`src/rtl/clock_lock_sequencer.sv`:
```
// clock_lock_sequencer
// Brings up a chain of cascaded clock primitives (PLL -> DCM -> ...) one stage
// at a time. A stage leaves reset only once every stage upstream of it has
// locked and settled. A stage that fails to lock in time is retried a bounded
// number of times. A lock loss rewinds the chain only from the lowest lost stage.
//
// Ports:
//   clk          free-running reference clock (also feeds the first primitive)
//   rst_n        asynchronous active-low reset
//   restart      one-cycle synchronous request to re-sequence from stage 0
//   stage_locked raw LOCKED outputs of the primitives (asynchronous to clk)
//   stage_rst    active-high reset to each primitive, bit 0 = first stage
//   ready        every stage locked and settled
//   failed       sticky, set when a stage has exhausted its retries
//   fail_stage   index of the failing stage, valid while failed=1
//   cur_stage    stage currently being brought up (debug)
module clock_lock_sequencer #(
  parameter int N_STAGES      = 3,
  parameter int SYNC_DEPTH    = 2,
  parameter int RST_CYCLES    = 16,
  parameter int LOCK_TIMEOUT  = 65536,
  parameter int SETTLE_CYCLES = 256,
  parameter int MAX_RETRIES   = 3
) (
  input  logic                clk,
  input  logic                rst_n,
  input  logic                restart,
  input  logic [N_STAGES-1:0] stage_locked,
  output logic [N_STAGES-1:0] stage_rst,
  output logic                ready,
  output logic                failed,
  output logic [2:0]          fail_stage,
  output logic [2:0]          cur_stage
);

  localparam int CNT_MAX_A = (RST_CYCLES > LOCK_TIMEOUT) ? RST_CYCLES : LOCK_TIMEOUT;
  localparam int CNT_MAX   = (CNT_MAX_A > SETTLE_CYCLES) ? CNT_MAX_A : SETTLE_CYCLES;
  localparam int CW        = $clog2(CNT_MAX + 1);
  localparam int RW        = (MAX_RETRIES > 0) ? $clog2(MAX_RETRIES + 1) : 1;

  typedef enum logic [2:0] {
    ST_HOLD,
    ST_WAIT,
    ST_SETTLE,
    ST_RUN,
    ST_FAILED
  } state_t;

  state_t              state, state_n;
  logic [CW-1:0]       cnt, cnt_n;
  logic [RW-1:0]       retries, retries_n;
  logic [2:0]          cur, cur_n;
  logic [N_STAGES-1:0] stage_rst_n;
  logic                ready_n, failed_n;
  logic [2:0]          fail_stage_n;

  logic [N_STAGES-1:0] sync_q [SYNC_DEPTH];
  logic [N_STAGES-1:0] lock_s;

  logic                cur_lock, up_loss, any_loss;
  logic [2:0]          loss_idx;
  logic [N_STAGES-1:0] cur_bit, cur_mask, rew_mask;
  logic                timeout, rewind;

  // Lock synchronisers; every decision below uses lock_s only.
  always_ff @(posedge clk or negedge rst_n) begin
    if (!rst_n) begin
      for (int i = 0; i < SYNC_DEPTH; i++) sync_q[i] <= '0;
    end else begin
      sync_q[0] <= stage_locked;
      for (int i = 1; i < SYNC_DEPTH; i++) sync_q[i] <= sync_q[i-1];
    end
  end

  assign lock_s    = sync_q[SYNC_DEPTH-1];
  assign cur_stage = cur;

  // Per-stage decode. The loop runs downwards so the lowest lost stage wins.
  always_comb begin
    cur_lock = 1'b0;
    up_loss  = 1'b0;
    any_loss = 1'b0;
    loss_idx = '0;
    cur_bit  = '0;
    cur_mask = '0;
    rew_mask = '0;
    for (int k = N_STAGES - 1; k >= 0; k--) begin
      if (3'(k) == cur) begin
        cur_lock   = lock_s[k];
        cur_bit[k] = 1'b1;
      end
      if (3'(k) >= cur) cur_mask[k] = 1'b1;
      if (!lock_s[k]) begin
        any_loss = 1'b1;
        loss_idx = 3'(k);
        if (3'(k) < cur) up_loss = 1'b1;
      end
    end
    for (int k = 0; k < N_STAGES; k++) begin
      if (3'(k) >= loss_idx) rew_mask[k] = 1'b1;
    end
  end

  // Next-state logic. Priority: restart > upstream loss > current-stage events.
  always_comb begin
    state_n      = state;
    cnt_n        = cnt;
    retries_n    = retries;
    cur_n        = cur;
    stage_rst_n  = stage_rst;
    ready_n      = ready;
    failed_n     = failed;
    fail_stage_n = fail_stage;
    timeout      = 1'b0;
    rewind       = 1'b0;

    case (state)
      ST_HOLD: begin
        stage_rst_n = stage_rst | cur_mask;
        if (cnt == CW'(RST_CYCLES - 1)) begin
          stage_rst_n = (stage_rst | cur_mask) & ~cur_bit;
          cnt_n       = '0;
          state_n     = ST_WAIT;
        end else begin
          cnt_n = cnt + CW'(1);
        end
      end
      ST_WAIT: begin
        if (up_loss) begin
          rewind = 1'b1;
        end else if (cur_lock) begin
          cnt_n   = '0;
          state_n = ST_SETTLE;
        end else if (cnt == CW'(LOCK_TIMEOUT - 1)) begin
          timeout = 1'b1;
        end else begin
          cnt_n = cnt + CW'(1);
        end
      end
      ST_SETTLE: begin
        // A glitch on the current lock during settle counts as a failed attempt.
        if (up_loss) begin
          rewind = 1'b1;
        end else if (!cur_lock) begin
          timeout = 1'b1;
        end else if (cnt == CW'(SETTLE_CYCLES - 1)) begin
          cnt_n = '0;
          if (cur == 3'(N_STAGES - 1)) begin
            ready_n = 1'b1;
            state_n = ST_RUN;
          end else begin
            cur_n     = cur + 3'd1;
            retries_n = '0;
            state_n   = ST_HOLD;
          end
        end else begin
          cnt_n = cnt + CW'(1);
        end
      end
      ST_RUN: begin
        if (any_loss) rewind = 1'b1;
      end
      ST_FAILED: begin
      end
      default: state_n = ST_HOLD;
    endcase

    // Rewind from the lowest lost stage; stages below it keep running.
    if (rewind) begin
      cur_n       = loss_idx;
      stage_rst_n = stage_rst | rew_mask;
      ready_n     = 1'b0;
      retries_n   = '0;
      cnt_n       = '0;
      state_n     = ST_HOLD;
    end

    if (timeout) begin
      cnt_n = '0;
      if (retries < RW'(MAX_RETRIES)) begin
        retries_n   = retries + RW'(1);
        stage_rst_n = stage_rst | cur_bit;
        state_n     = ST_HOLD;
      end else begin
        failed_n     = 1'b1;
        fail_stage_n = cur;
        stage_rst_n  = stage_rst | cur_mask;
        ready_n      = 1'b0;
        state_n      = ST_FAILED;
      end
    end

    if (restart) begin
      state_n     = ST_HOLD;
      cnt_n       = '0;
      retries_n   = '0;
      cur_n       = '0;
      stage_rst_n = '1;
      ready_n     = 1'b0;
      failed_n    = 1'b0;
    end
  end

  always_ff @(posedge clk or negedge rst_n) begin
    if (!rst_n) begin
      state      <= ST_HOLD;
      cnt        <= '0;
      retries    <= '0;
      cur        <= '0;
      stage_rst  <= '1;
      ready      <= 1'b0;
      failed     <= 1'b0;
      fail_stage <= '0;
    end else begin
      state      <= state_n;
      cnt        <= cnt_n;
      retries    <= retries_n;
      cur        <= cur_n;
      stage_rst  <= stage_rst_n;
      ready      <= ready_n;
      failed     <= failed_n;
      fail_stage <= fail_stage_n;
    end
  end

endmodule
```
`config.mk`:
```
export PLATFORM = sky130hd
export DESIGN_NAME = clock_lock_sequencer
export DESIGN_NICKNAME = d
export VERILOG_FILES = /design/src/rtl/clock_lock_sequencer.sv
export SDC_FILE = /design/constraint.sdc
export NUM_CORES = 1
export LEC_CHECK = 0
export CORE_MARGIN = 4
export CORE_UTILIZATION = 44
export DETAILED_ROUTE_END_ITERATION = 7
export MAX_ROUTING_LAYER = met4
export SLEW_MARGIN = 20
export SYNTH_ARGS = -nofsm -noshare
export SYNTH_HDL_FRONTEND = slang
export SYNTH_SLANG_ARGS = --single-unit
```
`constraint.sdc`:
```
create_clock -name clk -period 3.8 [get_ports clk]
set_clock_uncertainty 0.2 [all_clocks]
set_input_delay 0.38 -clock clk [delete_from_list [all_inputs] [get_ports clk]]
set_output_delay 0.38 -clock clk [all_outputs]
set_load 0.005 [all_outputs]
```
==> impl_metrics.tcl, run 1 <==
set metrics [dict create \
    outcome "finished with violations" \
    violations "negative hold slack" \
    fp.dieH_um 83.5 \
    synth_ff_type "dfrtp_1" \
    track_usage 0.178 \
    fin_crit_ps 3270 \
    io_buffer_count 16 \
    cellInternalPower_uw 695 \
    ys_warn_count 0 \
    critPathMaxFanout 6 \
    hold_viol 6 \
    clockPowerShare 0.475 \
    clk_latency_ps 300 \
    relSlewSlack 0.389 \
    syn_area_per_cell_um2 8.81 \
    io_pins 17 \
    hpwl_um 3960 \
    clk_path_buf_depth 2 \
    synth_top_area_frac 0.359 \
    core_area_mm2 0.00551 \
    synth_fp_nets 297 \
    p_leak_nw 1.08 \
    drt_first_pass_iters 4 \
    hold_slack_ps -9.40 \
    synth_seq_cells 39 \
    cts_tree "built" \
    fin_nets 308 \
    cts-root-buf "clkbuf_8" \
    hp-class "in -> async" \
    setup_viol 0 \
    final_cell_mix "dfrtp_1, nand2_1, nand3_1, nor2_1, clkdlybuf4s50_1" \
    antenna_found_initial 0 \
    worst_ep_required_time_ps 3780 \
    yosysSeqAreaShare 0.390 \
    dp_slack_ps 555 \
    netlist_top_cells_area "dfrtp_1, nand2_1, nand3_1" \
    antenna_cells 0 \
    path_clk_slew_ps 90 \
    final_core_util 0.515 \
    p_seq_frac 0.484 \
    htreeDepth 2 \
    layout-drive-gt1-share 0.128 \
    netlist_instances 285 \
    end_kind "flip-flop" \
    cp-start-kind "flip-flop" \
    fin_ws_ps 529 \
    netlist_area_mm2 0.00251 \
    place_congestion 0.855 \
    switchingPower_uw 187 \
    setup_tns_ps 0 \
    synth_edf_count 0 \
    drtIter0Drc 193 \
    rsz0062_at_grt "false" \
    p_per_area_mw_per_mm2 311 \
    r2r.worst_path.cells 12 \
    switching_share 0.212 \
    rrSetupSlack_ps 530 \
    fmax_mhz 306 \
    synth_cell_types 55 \
    first_global_vias 2026 \
    async_reset_ff_frac 1.00 \
    drv_slew 0 \
    ir_drop_v 0.000214 \
    viasPerCell 5.89 \
    max_cap_violations 0 \
    crit_arrival_ps 3250 \
    grt_start_max_net_pins 40 \
    worstMarginPinSlew_ps 917 \
    hold_buffers 0 \
    ctsResizeCount 0 \
    grt_pass1_wl_um 10000 \
    total_power_uw 882 \
    route.final.wire_length_um 5770 \
    num_rows 27 \
    area_growth_pct 13.0 \
    pwr-share-comb 0.041 \
    drc 0 \
    final_common_cell "dfrtp_1" \
    detail_route.wl_per_cell_um 15.6 \
    gr-total-overflow 0 \
    start_util 0.456 \
    fillers 532 \
    post-route-period-util 0.861 \
    critPathKind "reg -> reg" \
    cts_setup_buffers 0 \
    cts_sinks 39 \
    cts_inserted_buffers 5 \
    fp.dieW_um 83.5 \
    dieArea_mm2 0.00698 \
    ant_nets 0 \
    vias 2175 \
    synth_top_cell_by_area "dfrtp_1" \
]
==> flip-flops by register name, indices dropped and copies added (netlist names) <==
register and cells:
fail_stage 3, retries 2, cur_stage 3, stage_rst 3, sync_q 3, state 3, lock_s 3, ready 1
cnt 17, failed 1
==> per-layer routing <==
metal	global-route usage	share of wire	vias up
met1	0.256	0.51	1055
met3	0.0326	0.041	6
met5	-	0	-
met2	0.262	0.44	31
li1	-	-	1083
met4	0.0395	0.0097	0
==> through the flow <==
step,area [um2],std cells
after CTS,2840,369
final,2840,369
after global placement,2700,361
after global routing,2840,369
after floorplan,2510,285
after detailed placement,2700,361
==> layout make-up <==
| cell class | instances | area [um2] | area share |
|---|---|---|---|
| Sequential cell | 39 | 980 | 0.345 |
| Inverter | 9 | 33.8 | 0.0119 |
| Timing Repair Buffer | 20 | 185 | 0.0653 |
| Clock buffer | 5 | 68.8 | 0.0243 |
| Tap cell | 72 | 90.1 | 0.0318 |
| Clock inverter | 3 | 67.6 | 0.0238 |
| Multi-Input combinational cell | 221 | 1410 | 0.498 |
==> cells in the mapped netlist (3+ instances only) <==
master	instances
dfrtp_1	36
nand2_1	35
nand3_1	25
nor2_1	20
clkbuf_1	12
a21oi_1	10
o21ai_0	10
inv_1	9
nor3_1	8
a21oi_2	7
nand4_1	7
nor4_1	7
a31oi_1	6
ha_1	6
nand3b_1	6
o31ai_1	6
and3_1	5
a211oi_1	4
a22oi_1	4
nand2b_1	4
nor2b_1	4
or3_1	4
a21o_1	3
buf_6	3
dfstp_2	3
mux2_2	3
nand4b_1	3
o211ai_1	3
==> kinds of logic after synthesis <==
family,after synthesis,share of synthesized area
mux,6,0.0274
flops,39,0.390
simple gates,137,0.291
compound gates,70,0.206
buf+inv,25,0.0478
fa+ha+maj,6,0.0299
xor+xnor,2,0.00698
==> worst max-delay path: stages (launching register included) <==
cell	delay, ps
dfrtp_1	410
ha_1	220
nand3_1	190
nor4_1	600
nand2_1	110
nor2_1	120
ha_1	170
nand2_1	50
o21ai_0	200
o211a_1	240
and2_4	190
nand2_1	150
mux2_2	310
==> power by group through the flow <==
stage | registers [mW] | clock network (mW) | logic (mW)
after floorplan | 0.434 | 0 | 0.0206
after global placement | 0.435 | 0 | 0.0364
after detailed placement | 0.435 | 0 | 0.0370
after CTS | 0.427 | 0.428 | 0.0373
after global routing | 0.428 | 0.444 | 0.0418
final | 0.427 | 0.419 | 0.0362
==> final timing paths <==
kind | to | from
max in group asynchronous | sync_q[3]$_DFF_PN0_ | rst_n
max reg2reg | fail_stage[1]$_DFFE_PN0N_ | cnt[0]$_DFFE_PN0P_
min reg2reg | lock_s[1]$_DFF_PN0_ | sync_q[4]$_DFF_PN0_
min | retries[0]$_DFF_PN0_ | rst_n
min in group clk | lock_s[1]$_DFF_PN0_ | sync_q[4]$_DFF_PN0_
max | fail_stage[1]$_DFFE_PN0N_ | cnt[0]$_DFFE_PN0P_
Note: power is estimated with default switching activity, not from simulation.
==> run 2: changes to the inputs <==
--- a/config.mk
+++ b/config.mk
@@ -7,8 +7,10 @@
 export LEC_CHECK = 0
 export CORE_MARGIN = 4
 export CORE_UTILIZATION = 44
+export CTS_CLUSTER_SIZE = 16
 export DETAILED_ROUTE_END_ITERATION = 7
 export MAX_ROUTING_LAYER = met4
+export REMOVE_ABC_BUFFERS = 1
 export SLEW_MARGIN = 20
 export SYNTH_ARGS = -nofsm -noshare
 export SYNTH_HDL_FRONTEND = slang
==> run 2 against run 1 <==
  * Wire length is 0.40% lower
  * Critical path depth is 1 higher
  * Largest power group unchanged
  * The flow still finishes with violations (negative hold slack)
  * Die area stayed put
  * Sequential share of layout area stayed put
  * Register-to-register slack hardly changed
  * Combinational power is 1% lower
  * Critical endpoint is now state[1]$_DFFE_PN0P_
  * Global-route usage stayed put
==> impl_metrics.tcl, run 2 (synthesis gave the netlist of run 1 again) <==
set metrics [dict create \
    outcome "finished with violations" \
    violations "negative hold slack" \
    cts_setup_buffers 0 \
    fin_cells 369 \
    relSlewSlack 0.414 \
    p_leak_nw 1.08 \
    track_usage 0.178 \
    fp.dieW_um 83.5 \
    crit_arrival_ps 3230 \
    end_kind "flip-flop" \
    core_area_mm2 0.00551 \
    place_inst 361 \
    startpoint "cnt[0]$_DFFE_PN0P_" \
    ctsResizeCount 0 \
    fp.dieH_um 83.5 \
    detail_route.wl_per_cell_um 15.6 \
    dieArea_mm2 0.00698 \
    htreeDepth 2 \
    fin_crit_ps 3260 \
    place_congestion 0.898 \
    path_clk_slew_ps 80 \
    layout-drive-gt1-share 0.128 \
    num_rows 27 \
    p_per_area_mw_per_mm2 310 \
    largest_reg_flops 17 \
    critPathMaxFanout 17 \
    drv_slew 0 \
    worstPathCellList "ha_1 -> nand3_1 -> nor4_1 -> nand2_1 -> nor2_1 -> ha_1 -> nand2_1 -> o21ai_0 -> o211a_1 -> and2_4 -> or3_1 -> buf_4 -> nor3_1" \
    max_cap_violations 0 \
    gr-total-overflow 0 \
    largest_register "cnt" \
    clk_latency_ps 300 \
    rrSetupSlack_ps 540 \
    setup_viol 0 \
    cp-start-kind "flip-flop" \
    area_growth_pct 13.0 \
    ir_drop_v 0.000172 \
    drtIter0Drc 131 \
    critical-path-max-stage-delay_ps 600 \
    final_common_cell "dfrtp_1" \
    viasPerCell 5.96 \
    drc 0 \
    place_area_mm2 0.00270 \
    grt_pass1_wl_um 10000 \
    grt_start_max_net_pins 40 \
    first_global_vias 2060 \
    io_pins 17 \
    post-route-period-util 0.857 \
    rsz0062_at_grt "false" \
    final_cell_mix "dfrtp_1, nand2_1, nand3_1, nor2_1, clkdlybuf4s50_1" \
    seq_area_um2 980 \
    ant_nets 0 \
    cts_tree "built" \
    worstMarginPinSlew_ps 879 \
    cts-root-buf "clkbuf_8" \
    hold_slack_ps -4.99 \
    cp_slowest_cell "nor4_1" \
    io_buffer_count 16 \
    route.final.wire_length_um 5740 \
    cts_inserted_buffers 5 \
    antenna_found_initial 0 \
    hpwl_um 3900 \
    setup_tns_ps 0 \
    critPathKind "reg -> reg" \
    drt_first_pass_iters 4 \
    worst_ep_required_time_ps 3770 \
    final_core_util 0.515 \
    clk_path_buf_depth 2 \
    hold_viol 4 \
    hp-class "in -> async" \
    dp_slack_ps 568 \
    cts_sinks 39 \
    multi_input_area_mm2 0.00141 \
    fmax_mhz 307 \
    fin_nets 308 \
    antenna_cells 0 \
    total_power_uw 879 \
    stdcell_area_mm2 0.00284 \
    hold_buffers 0 \
    fin_ws_ps 542 \
    rr_startpoint "cnt[0]$_DFFE_PN0P_" \
    vias 2201 \
    fillers 541 \
    start_util 0.456 \
]
[run 2: critical path, delay by kind of cell, from the launching register on]
kind | cells | cell delay (ps)
adder cells (fa/ha/maj) | 2 | 380
buffers and inverters | 1 | 270
flip-flops | 1 | 400
AND/OR/NAND/NOR | 8 | 1460
AO/OA/AOI/OAI | 2 | 410
[run 2: metal layers]
metal / up-vias / GRT usage / wire [um]
met1: 1059 / 0.247 / 2910
li1: 1080 / - / -
met5: - / - / 0
met3: 9 / 0.0326 / 263
met4: 0 / 0.0541 / 74
met2: 53 / 0.265 / 2500
[run 2: worst paths after layout]
path	endpoint	cells past startpoint
min in group clk	lock_s[0]$_DFF_PN0_	0
worst max register to register	state[1]$_DFFE_PN0P_	13
worst min-delay path	cnt[9]$_DFFE_PN0P_	1
worst max-delay path	state[1]$_DFFE_PN0P_	13
worst min register to register	lock_s[0]$_DFF_PN0_	0
max in group asynchronous	cur_stage[1]$_DFFE_PN0P_	1
[run 2: cell type report]
type | count | area share
sequential | 39 | 0.345
clock buffer | 5 | 0.0243
tap | 72 | 0.0318
clock inverter | 3 | 0.0238
multi-input combinational | 221 | 0.498
inverter | 9 | 0.0119
timing repair buffer | 20 | 0.0653
[run 2: report_power, final]
part           total (mW)  internal [mW]  switching, mW  leakage [nW]
registers           0.427          0.421        0.00609         0.518
clock network       0.417          0.262          0.155        0.0644
logic              0.0358         0.0122         0.0235         0.498
total               0.879          0.695          0.184          1.08
